File: src/rtl/pipeline_ctrl_if.sv
// Handshake/bus bundle between the pipeline stages and the central sequencer.
// The pipeline side is the master; pipeline_ctrl is the slave.
interface pipeline_ctrl_if #(
    parameter int ADDR_WIDTH = 32
);
    logic                  stall_request_if;
    logic                  stall_request_id;
    logic                  stall_request_ex;
    logic                  stall_request_mem;
    logic                  exc_valid;
    logic                  exc_eret;
    logic [ADDR_WIDTH-1:0] cp0_epc;

    logic [5:0]            stall;
    logic                  flush;
    logic [ADDR_WIDTH-1:0] redirect_pc;
    logic                  stall_timeout;
    logic [1:0]            ctrl_state;

    modport master (
        output stall_request_if,
        output stall_request_id,
        output stall_request_ex,
        output stall_request_mem,
        output exc_valid,
        output exc_eret,
        output cp0_epc,
        input  stall,
        input  flush,
        input  redirect_pc,
        input  stall_timeout,
        input  ctrl_state
    );

    modport slave (
        input  stall_request_if,
        input  stall_request_id,
        input  stall_request_ex,
        input  stall_request_mem,
        input  exc_valid,
        input  exc_eret,
        input  cp0_epc,
        output stall,
        output flush,
        output redirect_pc,
        output stall_timeout,
        output ctrl_state
    );
endinterface

File: src/rtl/pipeline_ctrl.sv
// Central 5-stage pipeline sequencer: stall merge, exception/ERET flush, stall watchdog.
// Optional performance counters are enabled by defining PIPELINE_CTRL_PERF_CNT_EN.
module pipeline_ctrl #(
    parameter int                    ADDR_WIDTH     = 32,
    parameter logic [ADDR_WIDTH-1:0] EXC_VECTOR     = 32'hBFC00380,
    parameter int                    FLUSH_CYCLES   = 1,
    parameter int                    WATCHDOG_LIMIT = 1023
) (
    input  logic              clk,
    input  logic              rst,
    pipeline_ctrl_if.slave    bus
`ifdef PIPELINE_CTRL_PERF_CNT_EN
    ,
    output logic [31:0]       perf_stall_cycles,
    output logic [31:0]       perf_flush_count
`endif
);

    typedef enum logic [1:0] {
        ST_RUN   = 2'd0,
        ST_FLUSH = 2'd1
    } state_e;

    localparam logic [2:0]  FLUSH_INIT = 3'(FLUSH_CYCLES);
    localparam logic [15:0] WD_LIMIT   = 16'(WATCHDOG_LIMIT);

    state_e                state_q, state_d;
    logic [2:0]            flush_cnt_q, flush_cnt_d;
    logic [ADDR_WIDTH-1:0] redirect_pc_q, redirect_pc_d;
    logic [15:0]           wait_cnt_q, wait_cnt_d;
    logic                  stall_timeout_q, stall_timeout_d;

    logic [5:0]            stall_req;
    logic [5:0]            stall_run;
    logic                  flush_entry;

    // Highest stalled stage wins: it freezes itself and every stage upstream of it.
    always_comb begin
        stall_req = 6'b000000;
        if (bus.stall_request_mem) begin
            stall_req = 6'b011111;
        end else if (bus.stall_request_ex) begin
            stall_req = 6'b001111;
        end else if (bus.stall_request_id) begin
            stall_req = 6'b000111;
        end else if (bus.stall_request_if) begin
            stall_req = 6'b000011;
        end
    end

    always_ff @(posedge clk or posedge rst) begin
        if (rst) begin
            state_q         <= ST_RUN;
            flush_cnt_q     <= 3'd0;
            redirect_pc_q   <= '0;
            wait_cnt_q      <= 16'd0;
            stall_timeout_q <= 1'b0;
        end else begin
            state_q         <= state_d;
            flush_cnt_q     <= flush_cnt_d;
            redirect_pc_q   <= redirect_pc_d;
            wait_cnt_q      <= wait_cnt_d;
            stall_timeout_q <= stall_timeout_d;
        end
    end

    always_comb begin
        state_d       = state_q;
        flush_cnt_d   = flush_cnt_q;
        redirect_pc_d = redirect_pc_q;
        stall_run     = 6'b000000;
        flush_entry   = 1'b0;

        case (state_q)
            ST_RUN: begin
                // An exception commit overrides every stall so the flush starts cleanly.
                if (bus.exc_valid) begin
                    state_d       = ST_FLUSH;
                    flush_cnt_d   = FLUSH_INIT;
                    redirect_pc_d = bus.exc_eret ? bus.cp0_epc : EXC_VECTOR;
                    flush_entry   = 1'b1;
                end else begin
                    stall_run = stall_req;
                end
            end
            ST_FLUSH: begin
                flush_cnt_d = flush_cnt_q - 3'd1;
                if (flush_cnt_q <= 3'd1) begin
                    state_d     = ST_RUN;
                    flush_cnt_d = 3'd0;
                end
            end
            default: begin
                state_d     = ST_RUN;
                flush_cnt_d = 3'd0;
            end
        endcase
    end

    // Watchdog: counts consecutive stalled RUN cycles, saturating at the limit.
    always_comb begin
        wait_cnt_d = 16'd0;
        if (stall_run != 6'b000000) begin
            wait_cnt_d = (wait_cnt_q >= WD_LIMIT) ? WD_LIMIT : (wait_cnt_q + 16'd1);
        end
        stall_timeout_d = stall_timeout_q | (wait_cnt_d == WD_LIMIT);
    end

    assign bus.stall         = rst ? 6'b000000 : stall_run;
    assign bus.flush         = (state_q == ST_FLUSH);
    assign bus.redirect_pc   = redirect_pc_q;
    assign bus.stall_timeout = stall_timeout_q;
    assign bus.ctrl_state    = state_q;

`ifdef PIPELINE_CTRL_PERF_CNT_EN
    logic [31:0] perf_stall_q, perf_stall_d;
    logic [31:0] perf_flush_q, perf_flush_d;

    always_comb begin
        perf_stall_d = perf_stall_q;
        perf_flush_d = perf_flush_q;
        if (stall_run != 6'b000000) begin
            perf_stall_d = perf_stall_q + 32'd1;
        end
        if (flush_entry) begin
            perf_flush_d = perf_flush_q + 32'd1;
        end
    end

    always_ff @(posedge clk or posedge rst) begin
        if (rst) begin
            perf_stall_q <= 32'd0;
            perf_flush_q <= 32'd0;
        end else begin
            perf_stall_q <= perf_stall_d;
            perf_flush_q <= perf_flush_d;
        end
    end

    assign perf_stall_cycles = perf_stall_q;
    assign perf_flush_count  = perf_flush_q;
`else
    logic unused_flush_entry;
    assign unused_flush_entry = flush_entry;
`endif

endmodule

File: src/flat_wrapper.sv
// flat-port wrapper written by rule: the top's interface ports become plain ports
module pipeline_ctrl_flat 
#(
    parameter int                    ADDR_WIDTH     = 32,
    parameter logic [ADDR_WIDTH-1:0] EXC_VECTOR     = 32'hBFC00380,
    parameter int                    FLUSH_CYCLES   = 1,
    parameter int                    WATCHDOG_LIMIT = 1023
)
  (clk, rst, bus_stall_request_if, bus_stall_request_id, bus_stall_request_ex, bus_stall_request_mem, bus_exc_valid, bus_exc_eret, bus_cp0_epc, bus_stall, bus_flush, bus_redirect_pc, bus_stall_timeout, bus_ctrl_state);
  pipeline_ctrl_if #(.ADDR_WIDTH(ADDR_WIDTH)) bus_i ();
  input  logic clk;
  input  logic rst;
  input wire logic [$bits(bus_i.stall_request_if)-1:0] bus_stall_request_if;
  input wire logic [$bits(bus_i.stall_request_id)-1:0] bus_stall_request_id;
  input wire logic [$bits(bus_i.stall_request_ex)-1:0] bus_stall_request_ex;
  input wire logic [$bits(bus_i.stall_request_mem)-1:0] bus_stall_request_mem;
  input wire logic [$bits(bus_i.exc_valid)-1:0] bus_exc_valid;
  input wire logic [$bits(bus_i.exc_eret)-1:0] bus_exc_eret;
  input wire logic [$bits(bus_i.cp0_epc)-1:0] bus_cp0_epc;
  output wire logic [$bits(bus_i.stall)-1:0] bus_stall;
  output wire logic [$bits(bus_i.flush)-1:0] bus_flush;
  output wire logic [$bits(bus_i.redirect_pc)-1:0] bus_redirect_pc;
  output wire logic [$bits(bus_i.stall_timeout)-1:0] bus_stall_timeout;
  output wire logic [$bits(bus_i.ctrl_state)-1:0] bus_ctrl_state;
  assign bus_i.stall_request_if = bus_stall_request_if;
  assign bus_i.stall_request_id = bus_stall_request_id;
  assign bus_i.stall_request_ex = bus_stall_request_ex;
  assign bus_i.stall_request_mem = bus_stall_request_mem;
  assign bus_i.exc_valid = bus_exc_valid;
  assign bus_i.exc_eret = bus_exc_eret;
  assign bus_i.cp0_epc = bus_cp0_epc;
  assign bus_stall = bus_i.stall;
  assign bus_flush = bus_i.flush;
  assign bus_redirect_pc = bus_i.redirect_pc;
  assign bus_stall_timeout = bus_i.stall_timeout;
  assign bus_ctrl_state = bus_i.ctrl_state;
  pipeline_ctrl #(.ADDR_WIDTH(ADDR_WIDTH), .EXC_VECTOR(EXC_VECTOR), .FLUSH_CYCLES(FLUSH_CYCLES), .WATCHDOG_LIMIT(WATCHDOG_LIMIT)) u_core (.clk(clk), .rst(rst), .bus(bus_i));
endmodule
File: config.mk
export PLATFORM = sky130hd
export DESIGN_NAME = pipeline_ctrl_flat
export DESIGN_NICKNAME = d
export VERILOG_FILES = /design/src/rtl/pipeline_ctrl_if.sv /design/src/rtl/pipeline_ctrl.sv /design/src/flat_wrapper.sv
export SDC_FILE = /design/constraint.sdc
export NUM_CORES = 1
export LEC_CHECK = 0
export BUFFER_PORTS_ARGS = -buffer_cell sky130_fd_sc_hd__buf_4
export CELL_PAD_IN_SITES_DETAIL_PLACEMENT = 1
export CELL_PAD_IN_SITES_GLOBAL_PLACEMENT = 2
export CORE_ASPECT_RATIO = 1.25
export CORE_UTILIZATION = 30
export DETAILED_ROUTE_END_ITERATION = 16
export PLACE_DENSITY_LB_ADDON = 0.05
export SLEW_MARGIN = 10
export SYNTH_ARGS = -nofsm -noshare
export SYNTH_HDL_FRONTEND = slang
export SYNTH_SLANG_ARGS = --single-unit
export TNS_END_PERCENT = 10
File: constraint.sdc
create_clock -name clk -period 5.5 [get_ports clk]
set_input_delay 0.275 -clock clk [delete_from_list [all_inputs] [get_ports clk]]
set_output_delay 0.275 -clock clk [all_outputs]
set_load 0.03 [all_outputs]
==> out/results.env <==
FF2FF_SETUP_SLACK_PS=3620
REGTOREGSTARTPOINT='u_core.wait_cnt_q[0]'
SYN_AVG_CELL_AREA_UM2=9.52
MIN_TCLK_POST_ROUTE_PS=1880
VDD.IR_DROP.WORST_uV=225
CRIT_TYPE='reg2reg'
WORST-ENDPOINT-REQUIRED_PS=5670
CLKSLEWWORSTSETUPHOLDPATHS_PS=90
DRT_PASS1_ITERATIONS=4
CLOCK_PATH_BUFFERS=2
DR_TOTAL_VIAS=1931
GRT_ANTENNA_BEFORE_REPAIR=0
SYNTH_TOP_AREA_SHARE_PCT=56.6
DIE_W_UM=81.0
UPPERMOST_METAL_LAYER_OCCUPIED_BY_SIGNAL_NETS='met4'
GRT_UTIL_ALL_LAYERS_PCT=14.7
SETUP.WORST_PATH.START_CLASS='register'
STATUS='finished, final reports clean'
GP_CONGESTION=0.765
STD_CELL_ROWS=35
ACHIEVABLE-FREQUENCY_MHz=531
DIE_AREA_UM2=8170
DRC=0
SYNTH.YOSYS.WARNINGS=0
SETUP.WORST_PATH.END_CLASS='register'
LARGEST_NET_DEGREE_AT_THE_START_OF_GLOBAL_ROUTING=67
R2R_END='u_core.bus.stall_timeout'
R2R_CELLS=6
DESIGN.CORE.AREA_UM2=7440
GLOBALROUTEOVERFLOWTOTAL=0
HPWL_UM=3780
WORST_PIN_SLEW_PS=1080
INITIALDRTVIOLATIONCOUNT=59
M1WIRELENGTH_UM=2400
NUMBER_OF_MAX_CAP_VIOLATIONS=0
POST_CTS.RESIZED_INSTANCES=0
SYNTHDISTINCTLIBCELLS=33
SETUP_VIOL_COUNT_FINAL=0
GATE_COUNT_POST_SYNTH=246
DRIVE_ABOVE_1_SHARE_PCT=28.9
RSZ_0062_RAISED_AFTER_GLOBAL_ROUTING='no'
PLACEMENT.IO_BUFFERS=79
SEQUENTIAL_AREA_SHARE_AFTER_SYNTHESIS_PCT=56.6
SINK_COUNT=53
LIBRARY_CELL_OCCUPYING_THE_MOST_AREA_IN_THE_POST_SYNTHESIS_NETLIST='sky130_fd_sc_hd__dfrtp_1'
FINALNETCOUNT=367
CTS_MADE_BUFFERS=5
DR_WL_MET2_UM=2670
LAYOUT-AREA-OVERHEAD-VS-SYNTH_PCT=33.5
DRT_WL_TOTAL_UM=5470
FINAL.SETUP_SKEW_PS=4.76
DIODE_COUNT=0
FIN_CRIT_SH_PCT=34.2
MAPPEDNETLISTAREA_UM2=2340
INITIAL_CORE_UTILIZATION_PCT=31.5
VIAS_IN_THE_FIRST_GLOBAL_ROUTE=1941
WORST-PATH-MAX-FANOUT=10
SYNTH.AREA.TOP_CELLS='sky130_fd_sc_hd__dfrtp_1 (57%), sky130_fd_sc_hd__nand2_1 (9.5%), sky130_fd_sc_hd__o21ai_0 (7.7%)'
CRITPATHARRIVALTIME_PS=2060
YS_FF_LATCH=53
FINALSETUPTNS_PS=0
POST-LAYOUT-TOTAL-POWER_mW=1.55
POWER_DENSITY_nW_PER_UM2=496
REPORT.FINAL.SLEW_VIOL_COUNT=0
DIE_HEIGHT_UM=101
ANT_NETS=0
CLOCK-ROOT-BUFFER='sky130_fd_sc_hd__clkbuf_8'
CLOCK_INSERTION_DELAY_WORST_SKEW_PS=300
TIMING_HOLD_VIOLATIONS_FINAL=0
SETUP_REPAIR_BUFS_AFTER_CTS=0
DETAIL_ROUTE.VIAS_PER_CELL=4.63
DRT-WIRELENGTH-PER-CELL_UM=13.1
DR_WL_MET3_UM=320
HOLD_BUFFERS=0
CTS.HTREE.LEVELS=2
POWER_LEAKAGE_nW=1.52
GRT_FIRST_PASS_WIRELENGTH_UM=9250
SLEW_HEADROOM_PCT=28.2
MIN_PATH_TYPE='in2async'
NUM_IO_PINS=82
TRITONCTS='yes'
report_power, final:
| group | switching [mW] | internal (mW) |
|---|---|---|
| Sequential | 0.0977 | 0.523 |
| Clock | 0.124 | 0.149 |
| Combinational | 0.418 | 0.242 |
cells in the mapped netlist:
master                      number
sky130_fd_sc_hd__and4_1          2
sky130_fd_sc_hd__nand2b_1        7
sky130_fd_sc_hd__nor2b_1        13
sky130_fd_sc_hd__nand4_1         1
sky130_fd_sc_hd__nor3_1          2
sky130_fd_sc_hd__dfrtp_1        53
sky130_fd_sc_hd__xor2_1          3
sky130_fd_sc_hd__and3_1          4
sky130_fd_sc_hd__conb_1          1
sky130_fd_sc_hd__o21ai_0        36
sky130_fd_sc_hd__ha_1            3
sky130_fd_sc_hd__nand3_1         4
sky130_fd_sc_hd__xnor2_1         3
sky130_fd_sc_hd__nor2_1          5
sky130_fd_sc_hd__mux2i_1         1
sky130_fd_sc_hd__nor4_1          2
sky130_fd_sc_hd__a21boi_4        1
sky130_fd_sc_hd__clkbuf_1       12
sky130_fd_sc_hd__nor3b_1         1
sky130_fd_sc_hd__inv_1           5
sky130_fd_sc_hd__o22ai_1         1
sky130_fd_sc_hd__a31oi_1         2
sky130_fd_sc_hd__o311ai_0        1
sky130_fd_sc_hd__buf_4           4
sky130_fd_sc_hd__o211a_1         1
sky130_fd_sc_hd__a21oi_1        12
sky130_fd_sc_hd__or2_2           2
sky130_fd_sc_hd__nand2_1        59
sky130_fd_sc_hd__nor3_2          1
sky130_fd_sc_hd__o211ai_1        1
sky130_fd_sc_hd__a2bb2oi_1       1
sky130_fd_sc_hd__or4_4           1
sky130_fd_sc_hd__and2b_1         1
metal layers:
metal	track usage [%]	up-vias
li1	-	960
met1	17.6	918
met2	25.0	47
met3	4.16	6
met4	5.36	0
met5	0	-
worst max path at each step:
| stage | from | to |
|---|---|---|
| finish | u_core.wait_cnt_q[0] | u_core.bus.stall_timeout |
| floorplan | rst | bus_stall[1] |
| detailed placement | u_core.wait_cnt_q[0] | u_core.bus.stall_timeout |
| CTS | u_core.wait_cnt_q[0] | u_core.bus.stall_timeout |
| global placement | rst | bus_stall[0] |
| global route | u_core.wait_cnt_q[0] | u_core.bus.stall_timeout |
sequential cells by signal, summed over array words and instances, names as in the netlist:
signal / flops
u_core.wait_cnt_q: 16
u_core.bus.ctrl_state: 1
u_core.bus.stall_timeout: 1
u_core.bus.redirect_pc: 32
u_core.flush_cnt_q: 3
stage by stage:
| step | instance area (um2) | util (%) | cells | hold WS, ps | setup WS, ps |
|---|---|---|---|---|---|
| 3_3_place_gp | 3010 | 40.5 | 409 | 464 | 3670 |
| 4_1_cts | 3130 | 42.0 | 417 | 189 | 3620 |
| 6_report | 3130 | 42.0 | 417 | 168 | 3620 |
| 2_1_floorplan | 2370 | - | 253 | 420 | 2830 |
| 3_5_place_dp | 3010 | 40.5 | 409 | 472 | 3630 |
| 5_1_grt | 3130 | 42.0 | 417 | 207 | 3480 |
cell families after synthesis:
group           synth area share [%]
simple gates                    21.6
fa+ha+maj                       1.60
other cells                    0.160
compound gates                  13.4
xor+xnor                        2.24
flops                           56.6
mux                            0.427
buf+inv                         4.01
worst max-delay path, cell delays in order, from the launching register on:
cell and delay [ps]:
sky130_fd_sc_hd__dfrtp_1 470, sky130_fd_sc_hd__ha_1 300, sky130_fd_sc_hd__and4_1 230, sky130_fd_sc_hd__and3_1 250, sky130_fd_sc_hd__a21boi_4 280, sky130_fd_sc_hd__and2b_1 170, sky130_fd_sc_hd__a2bb2oi_1 60
cell type report:
type                       instances  area, um2
clock buffer                       7       86.3
clock inverter                     1       30.0
fill                             890       4320
inverter                           5       18.8
multi-input combinational        179        951
sequential                        53       1330
tap                               92        115
timing repair buffer              80        601
layout by cell type (no fill, tap or decap), drive strengths merged:
cell,count
o311ai,1
o211a,1
o22ai,1
inv,5
a2bb2oi,1
and4,2
nor3b,1
a31oi,2
a21oi,12
nor3,3
nand3,4
conb,8
xor2,3
nand4,1
and2b,1
or2,2
clkbuf,7
or4,1
a21boi,1
bufinv,1
mux2i,1
o21ai,36
and3,4
nand2b,7
nand2,59
nor4,2
o211ai,1
buf,80
ha,3
nor2b,13
dfrtp,53
xnor2,3
nor2,5
No activity file was read; power rests on OpenSTA's default activity.
